**src/rtl/hazard_forward_ctrl.sv**
```systemverilog
// Decode-stage hazard and forwarding controller for the 16-bit pipeline.
// Tracks the EXE/MEM/WB producers and drives operand forwarding, load-use stalls, redirects and counters.
module hazard_forward_ctrl #(
  parameter bit R0_ZERO = 1'b1,
  parameter int CNT_W   = 16
) (
  input  logic             clk,
  input  logic             reset,
  input  logic             valid_ID,
  input  logic [2:0]       Ra_ID,
  input  logic [2:0]       Rb_ID,
  input  logic [2:0]       Rd_ID,
  input  logic             useA_ID,
  input  logic             useB_ID,
  input  logic             RegWr_ID,
  input  logic             MemRd_ID,
  input  logic             branch_taken_ID,
  input  logic             jump_ID,
  input  logic             mem_busy,
  output logic [1:0]       ForwardA,
  output logic [1:0]       ForwardB,
  output logic             stall_PC,
  output logic             stall_IFID,
  output logic             bubble_EXE,
  output logic             flush_IFID,
  output logic             freeze_BACK,
  output logic             WB_en,
  output logic [2:0]       WB_dest,
  output logic [CNT_W-1:0] stall_count,
  output logic [CNT_W-1:0] flush_count
);

  logic             ex_v, ex_rw, ex_mr;
  logic [2:0]       ex_rd;
  logic             mem_v, mem_rw;
  logic [2:0]       mem_rd;
  logic             wb_v, wb_rw;
  logic [2:0]       wb_rd;
  logic [CNT_W-1:0] stall_cnt, flush_cnt;

  logic       ex_a, ex_b, mem_a, mem_b, wb_a, wb_b;
  logic [1:0] fwd_a, fwd_b;
  logic       load_use, redirect;

  function automatic logic match(input logic v, input logic rw, input logic [2:0] rd,
                                 input logic [2:0] r);
    return v && rw && (rd == r) && !(R0_ZERO && (r == 3'd0));
  endfunction

  always_comb begin
    ex_a  = match(ex_v,  ex_rw,  ex_rd,  Ra_ID);
    ex_b  = match(ex_v,  ex_rw,  ex_rd,  Rb_ID);
    mem_a = match(mem_v, mem_rw, mem_rd, Ra_ID);
    mem_b = match(mem_v, mem_rw, mem_rd, Rb_ID);
    wb_a  = match(wb_v,  wb_rw,  wb_rd,  Ra_ID);
    wb_b  = match(wb_v,  wb_rw,  wb_rd,  Rb_ID);

    // Youngest producer wins; WB also covers the same-cycle regfile write.
    fwd_a = 2'b00;
    if (valid_ID && useA_ID) begin
      if (ex_a)       fwd_a = 2'b01;
      else if (mem_a) fwd_a = 2'b10;
      else if (wb_a)  fwd_a = 2'b11;
    end
    fwd_b = 2'b00;
    if (valid_ID && useB_ID) begin
      if (ex_b)       fwd_b = 2'b01;
      else if (mem_b) fwd_b = 2'b10;
      else if (wb_b)  fwd_b = 2'b11;
    end

    load_use = valid_ID && ex_mr && ((useA_ID && ex_a) || (useB_ID && ex_b));
    // A branch behind a load hazard waits until its operands are forwardable.
    redirect = valid_ID && (branch_taken_ID || jump_ID) && !load_use && !mem_busy;
  end

  always_comb begin
    ForwardA    = 2'b00;
    ForwardB    = 2'b00;
    stall_PC    = 1'b0;
    stall_IFID  = 1'b0;
    bubble_EXE  = 1'b0;
    flush_IFID  = 1'b0;
    freeze_BACK = 1'b0;
    WB_en       = 1'b0;
    WB_dest     = 3'd0;
    stall_count = '0;
    flush_count = '0;
    if (!reset) begin
      ForwardA    = fwd_a;
      ForwardB    = fwd_b;
      stall_PC    = load_use || mem_busy;
      stall_IFID  = load_use || mem_busy;
      bubble_EXE  = load_use && !mem_busy;
      flush_IFID  = redirect;
      freeze_BACK = mem_busy;
      WB_en       = wb_v && wb_rw;
      WB_dest     = wb_rd;
      stall_count = stall_cnt;
      flush_count = flush_cnt;
    end
  end

  always_ff @(posedge clk) begin
    if (reset) begin
      ex_v      <= 1'b0;
      ex_rw     <= 1'b0;
      ex_mr     <= 1'b0;
      ex_rd     <= 3'd0;
      mem_v     <= 1'b0;
      mem_rw    <= 1'b0;
      mem_rd    <= 3'd0;
      wb_v      <= 1'b0;
      wb_rw     <= 1'b0;
      wb_rd     <= 3'd0;
      stall_cnt <= '0;
      flush_cnt <= '0;
    end else if (!mem_busy) begin
      wb_v   <= mem_v;
      wb_rw  <= mem_rw;
      wb_rd  <= mem_rd;
      mem_v  <= ex_v;
      mem_rw <= ex_rw;
      mem_rd <= ex_rd;
      if (load_use) begin
        ex_v  <= 1'b0;
        ex_rw <= 1'b0;
        ex_mr <= 1'b0;
        ex_rd <= 3'd0;
      end else begin
        ex_v  <= valid_ID;
        ex_rw <= RegWr_ID;
        ex_mr <= MemRd_ID;
        ex_rd <= Rd_ID;
      end
      if (load_use && (stall_cnt != {CNT_W{1'b1}})) stall_cnt <= stall_cnt + 1'b1;
      if (redirect && (flush_cnt != {CNT_W{1'b1}})) flush_cnt <= flush_cnt + 1'b1;
    end
  end

endmodule

```
**config.mk**
```make
export PLATFORM = sky130hd
export DESIGN_NAME = hazard_forward_ctrl
export DESIGN_NICKNAME = d
export VERILOG_FILES = /design/src/rtl/hazard_forward_ctrl.sv
export SDC_FILE = /design/constraint.sdc
export NUM_CORES = 1
export LEC_CHECK = 0
export CAP_MARGIN = 15
export CORE_MARGIN = 3
export CORE_UTILIZATION = 55
export DETAILED_ROUTE_END_ITERATION = 7
export GPL_ROUTABILITY_DRIVEN = 0
export PLACE_DENSITY = 0.95
export SLEW_MARGIN = 15
export SYNTH_ARGS = -nofsm -noshare
export SYNTH_HDL_FRONTEND = slang
export SYNTH_SLANG_ARGS = --single-unit
```
**constraint.sdc**
```tcl
create_clock -name clk -period 3.65 [get_ports clk]
set_clock_uncertainty 0.1 [all_clocks]
set_input_delay 0.365 -clock clk [delete_from_list [all_inputs] [get_ports clk]]
set_output_delay 0.365 -clock clk [all_outputs]
set_load 0.03 [all_outputs]
```
**Word-level counts from Yosys, hierarchy flattened**

Cells that the tools add are included.

- Register bits: 48
- Output and inout bits: 45

- $add $sub $neg: 2
- Eq/ne operators: 8
- Mux-type cells: 22
- Bitwise logic cells: 1
- Reductions and logical operators: 38

Operator list:

| operator | count |
|---|---|
| $add A16 B1 Y16 const B | 2 |
| $mux W16 | 2 |
| $ne A16 B16 Y1 const B | 2 |
| $logic_and A1 B1 Y1 | 27 |
| $mux W2 | 10 |
| $eq A3 B3 Y1 | 6 |
| $mux W1 | 8 |
| $logic_not A3 Y1 | 2 |
| $mux W3 | 2 |
| $logic_not A1 Y1 | 4 |
| $reduce_and A2 Y1 | 2 |
| $logic_or A1 B1 Y1 | 3 |
| $not A1 Y1 | 1 |

**Logic depth before layout (Yosys ltp)**

- Word-level depth: 11
- Gate-level depth with buffers: 8

**Least setup slack after synthesis**

OpenSTA, ideal clock, no wires.

- Kind: in2out
- Start point: input port Rb_ID[2]
- End point: output port stall_PC
- Data arrival time: 2.617 ns
- Data required time: 3.185 ns
- Slack: 0.568 ns
- Cell stages on the path: 7
- Path buffers: 2
- Cell sequence: buf_2 -> or3b_1 -> a211o_1 -> a211oi_2 -> nor2_1 -> a21oi_1 -> buf_4

- Word-level cells in the longest chain between the ends: 8
- Elaborated cells on any way between the ends: 10

RTL lines:

| what | line | text |
|---|---|---|
| start: declaration | 11 | `input logic [2:0] Rb_ID,` |
| $eq A3 B3 Y1 or $logic_not A3 Y1 (tied branches) | 47 | `return v && rw && (rd == r) && !(R0_ZERO && (r == 3'd0));` |
| $logic_and A1 B1 Y1 or $logic_not A1 Y1 (tied branches) | 47 |  |
| $logic_and A1 B1 Y1 (*) | 47 |  |
| $logic_and A1 B1 Y1 (*) | 72 | `load_use = valid_ID && ex_mr && ((useA_ID && ex_a) \|\| (useB_ID && ex_b));` |
| $logic_or A1 B1 Y1 (*) | 72 |  |
| $logic_and A1 B1 Y1 (*) | 72 |  |
| $logic_or A1 B1 Y1 (*) | -- |  |
| $mux W1 (*) | -- |  |
| end: declaration | 22 | `output logic stall_PC,` |

Mark *: on every way between the ends. The rest lies on a longest branch, timed or not.

**Worst setup path in the final report**

- Start point: input port Rb_ID[1]
- End point: output port bubble_EXE

- Word-level cells in the longest chain between the ends: 8
- Elaborated cells on any way between the ends: 10

RTL lines:

| what | line | text |
|---|---|---|
| $eq A3 B3 Y1 or $logic_not A3 Y1 (tied branches) | 47 |  |
| $logic_and A1 B1 Y1 or $logic_not A1 Y1 (tied branches) | 47 |  |
| $logic_and A1 B1 Y1 (*) | 47 |  |
| $logic_and A1 B1 Y1 (*) | 72 |  |
| $logic_or A1 B1 Y1 (*) | 72 |  |
| $logic_and A1 B1 Y1 (*) | 72 |  |
| $logic_and A1 B1 Y1 (*) | 94 | `bubble_EXE = load_use && !mem_busy;` |
| $mux W1 (*) | 89 | `if (!reset) begin` |
| end: declaration | 24 | `output logic bubble_EXE,` |

Marked as above.

==> results.sh <==
export IMPL_status="finished, final reports clean"
export IMPL_irDropWorstVdd_uv=282
export IMPL_numClockSinks=48
export IMPL_clk_pin_slew_ns=0.08
export IMPL_port_buffers=63
export IMPL_root_buffer="clkbuf_8"
export IMPL_dr_pass1_iters=4
export IMPL_fin_total_pwr_mw=1.08
export IMPL_viasPerCell=5.77
export IMPL_tns_ns=0
export IMPL_yosysMostFrequentCell="nor2_1"
export IMPL_final_util_pct=75.6
export IMPL_syn_area_per_cell_um2=7.99
export IMPL_syn_nets=377
export IMPL_layout_nets=438
export IMPL_power_density_mw_per_mm2=294
export IMPL_yosysTopAreaCellShare_pct=33.8
export IMPL_drv_cap=0
export IMPL_hold_viol=0
export IMPL_synth_ff_type="dfxtp_1"
export IMPL_dp_cells=477
export IMPL_arrival_ns=2.93
export IMPL_grt_pass1_vias=2779
export IMPL_finalSetupViolations=0
export IMPL_htreeDepth=2
export IMPL_relSlewSlack_pct=55.4
export IMPL_dieArea_mm2=0.00607
export IMPL_hold_path_class="primary input to flip-flop"
export IMPL_ios=64
export IMPL_async_reset_ff_share_pct=0
export IMPL_path_class="primary input to output port"
export IMPL_fin_ws_ns=0.258
export IMPL_row_count=25
export IMPL_slowest_delay_ns=0.69
export IMPL_n_antenna_cell=0
export IMPL_ys_seq_area_share_pct=33.8
export IMPL_cp_common_cell="clkdlybuf4s50_1"
export IMPL_synth_common_cells="nor2_1 (56), dfxtp_1 (48), nor2b_1 (32), nand2_1 (25)"
export IMPL_fin_crit_ns=3.39
export IMPL_wirelength_um=7440
export IMPL_chipWidth_um=77.9
export IMPL_core_area_mm2=0.00485
export IMPL_final_cell_count_no_fill=485
export IMPL_antenna_found_initial=0
export IMPL_synth_warnings=0
export IMPL_ys_top_cells_by_area="dfxtp_1 (34%), nor2_1 (7.4%), nor2b_1 (7.0%)"
export IMPL_clock_latency_ns=0.31
export IMPL_grt_start_max_net_pins=35
export IMPL_drc=0
export IMPL_preCtsSetupSlack_ns=0.213
export IMPL_cts_buffer_depth=2
export IMPL_start_util_pct=58.7
export IMPL_die_y_um=77.9
export IMPL_synth_edf_count=0
export IMPL_start_kind="primary input"
export IMPL_critPathTopFamily="buffers and inverters"
export IMPL_slew_viol_final=0
export IMPL_cp_end_kind="output port"
export IMPL_grt_overflow=0
export IMPL_drive_gt1_share_pct=8.37
export IMPL_grt_usage_pct=25.6
export IMPL_grt_pass1_wl_um=12800
export IMPL_worstMarginPinSlew_ns=0.663
export IMPL_num_vias=2797
export IMPL_numCtsBuffers=5
export IMPL_rsz0062_at_grt="false"
export IMPL_synth_cell_area_mm2=0.00284
export IMPL_postCtsSetupRepairBufs=0
export IMPL_path_max_fanout=3
export IMPL_synth_area_leader_cell="dfxtp_1"
export IMPL_fmax_ghz=0.295
export IMPL_synth_cell_types=47
export IMPL_dp_hpwl_um=5400
export IMPL_first_iter_violations=164
export IMPL_crit_required_ns=3.18
export IMPL_ant_nets=0
export IMPL_critPathSlowestCell="clkdlybuf4s50_1"
export IMPL_cts_tree="done"
export IMPL_synth_seq_cells=48
export IMPL_syn_to_final_growth_pct=28.9
export IMPL_leakage_nw=1.30
export IMPL_period_share_pct=92.9
export IMPL_avgRoutedWirePerCell_um=15.3
export IMPL_syn_inst=356
export IMPL_path_cells="clkdlybuf4s50_1 > or3b_1 > a211o_1 > and2_1 > nor4_1 > nor2_1 > nor3_1 > clkdlybuf4s50_1"
export IMPL_crit_buf_inv=2
[registers in the layout (all words and copies together) (netlist names)]
| register | flops |
|---|---|
| flush_cnt | 16 |
| stall_cnt | 16 |
| ex_rd | 3 |
| mem_rd | 3 |
| wb_rd | 3 |
| ex_mr | 1 |
| ex_rw | 1 |
| ex_v | 1 |
| mem_rw | 1 |
| mem_v | 1 |
| wb_rw | 1 |
| wb_v | 1 |
[where the power goes]
group | leakage, nW | switching (mW) | internal, mW | total [mW]
clock | 0.0645 | 0.180 | 0.242 | 0.422
sequential | 0.388 | 0.0117 | 0.531 | 0.543
combinational | 0.843 | 0.0604 | 0.0521 | 0.112
[through the flow]
| stage | hold slack, ns | area (µm²) |
|---|---|---|
| 2_1_floorplan | 0.360 | 2840 |
| 4_1_cts | 0.388 | 3660 |
| 3_5_place_dp | 0.389 | 3530 |
| 6_report | 0.404 | 3670 |
| 5_1_grt | 0.427 | 3670 |
| 3_3_place_gp | 0.376 | 3530 |
[cells by family (layout without fill, tap and decap cells)]
logic type               Yosys count  in the layout  share of synthesized area (%)
AND/OR/NAND/NOR                  188            188                           34.0
flip-flops                        48             48                           33.8
AO/OA/AOI/OAI                     46             46                           12.1
buffers and inverters             27             89                           4.05
multiplexers                      21             21                           7.83
XOR/XNOR                          24             24                           7.39
adder cells (fa/ha/maj)            2              2                          0.880
[worst paths after layout]
kind / start / to / slack (ns) / cells after the start
max reg2reg: flush_cnt[0] / flush_cnt[12] / 0.96 / 7
min: reset / stall_cnt[4] / 0.40 / 2
min reg2reg: ex_v / ex_v / 0.41 / 2
max: Rb_ID[1] / bubble_EXE / 0.26 / 8
[placed cells by master, fill, tap and decap left out, types with 2 or more instances in the layout]
cell type,n
o31ai_1,3
nor3_1,8
o21a_1,2
nand2b_1,4
clkdlybuf4s50_1,60
a21oi_1,10
xnor2_1,19
buf_4,11
nand3_1,19
ha_1,2
nor2b_1,32
xor2_1,5
o2111ai_1,3
o211ai_1,3
or3_1,4
nor4_1,5
mux2_2,9
a22o_1,5
nand4_1,9
and4_1,2
and2_1,4
nand2_1,25
a211oi_1,2
clkbuf_8,7
nor3b_1,2
or4_1,7
inv_1,9
and3_1,4
mux2i_1,11
dfxtp_1,48
or3b_2,2
nor2_1,56
o21ai_0,11
[cell type report]
class	count	area (µm²)
multi-input combinational	281	1770
fill	358	1180
sequential	48	961
timing repair buffer	72	688
clock buffer	7	96.3
tap	67	83.8
inverter	9	33.8
clock inverter	1	30.0
[layer usage]
layer  share of wire, %  track usage (%)  up-vias  routed length (µm)
li1                   -                -     1361                   -
met5                  0                0        -                   0
met4                1.4             9.09        0                 104
met1                 42             31.7     1307                3160
met2                 50             44.3      117                3720
met3                6.2             4.76       12                 460
[repair_timing]
| action | CTS | global route |
|---|---|---|
| setup endpoints to repair | 0 | 1 |
| endpoints found under the hold margin | 0 | 0 |
| gates resized for setup | 0 | 1 |
| hold buffers | 0 | 0 |
No activity file was read; power rests on OpenSTA's default activity.
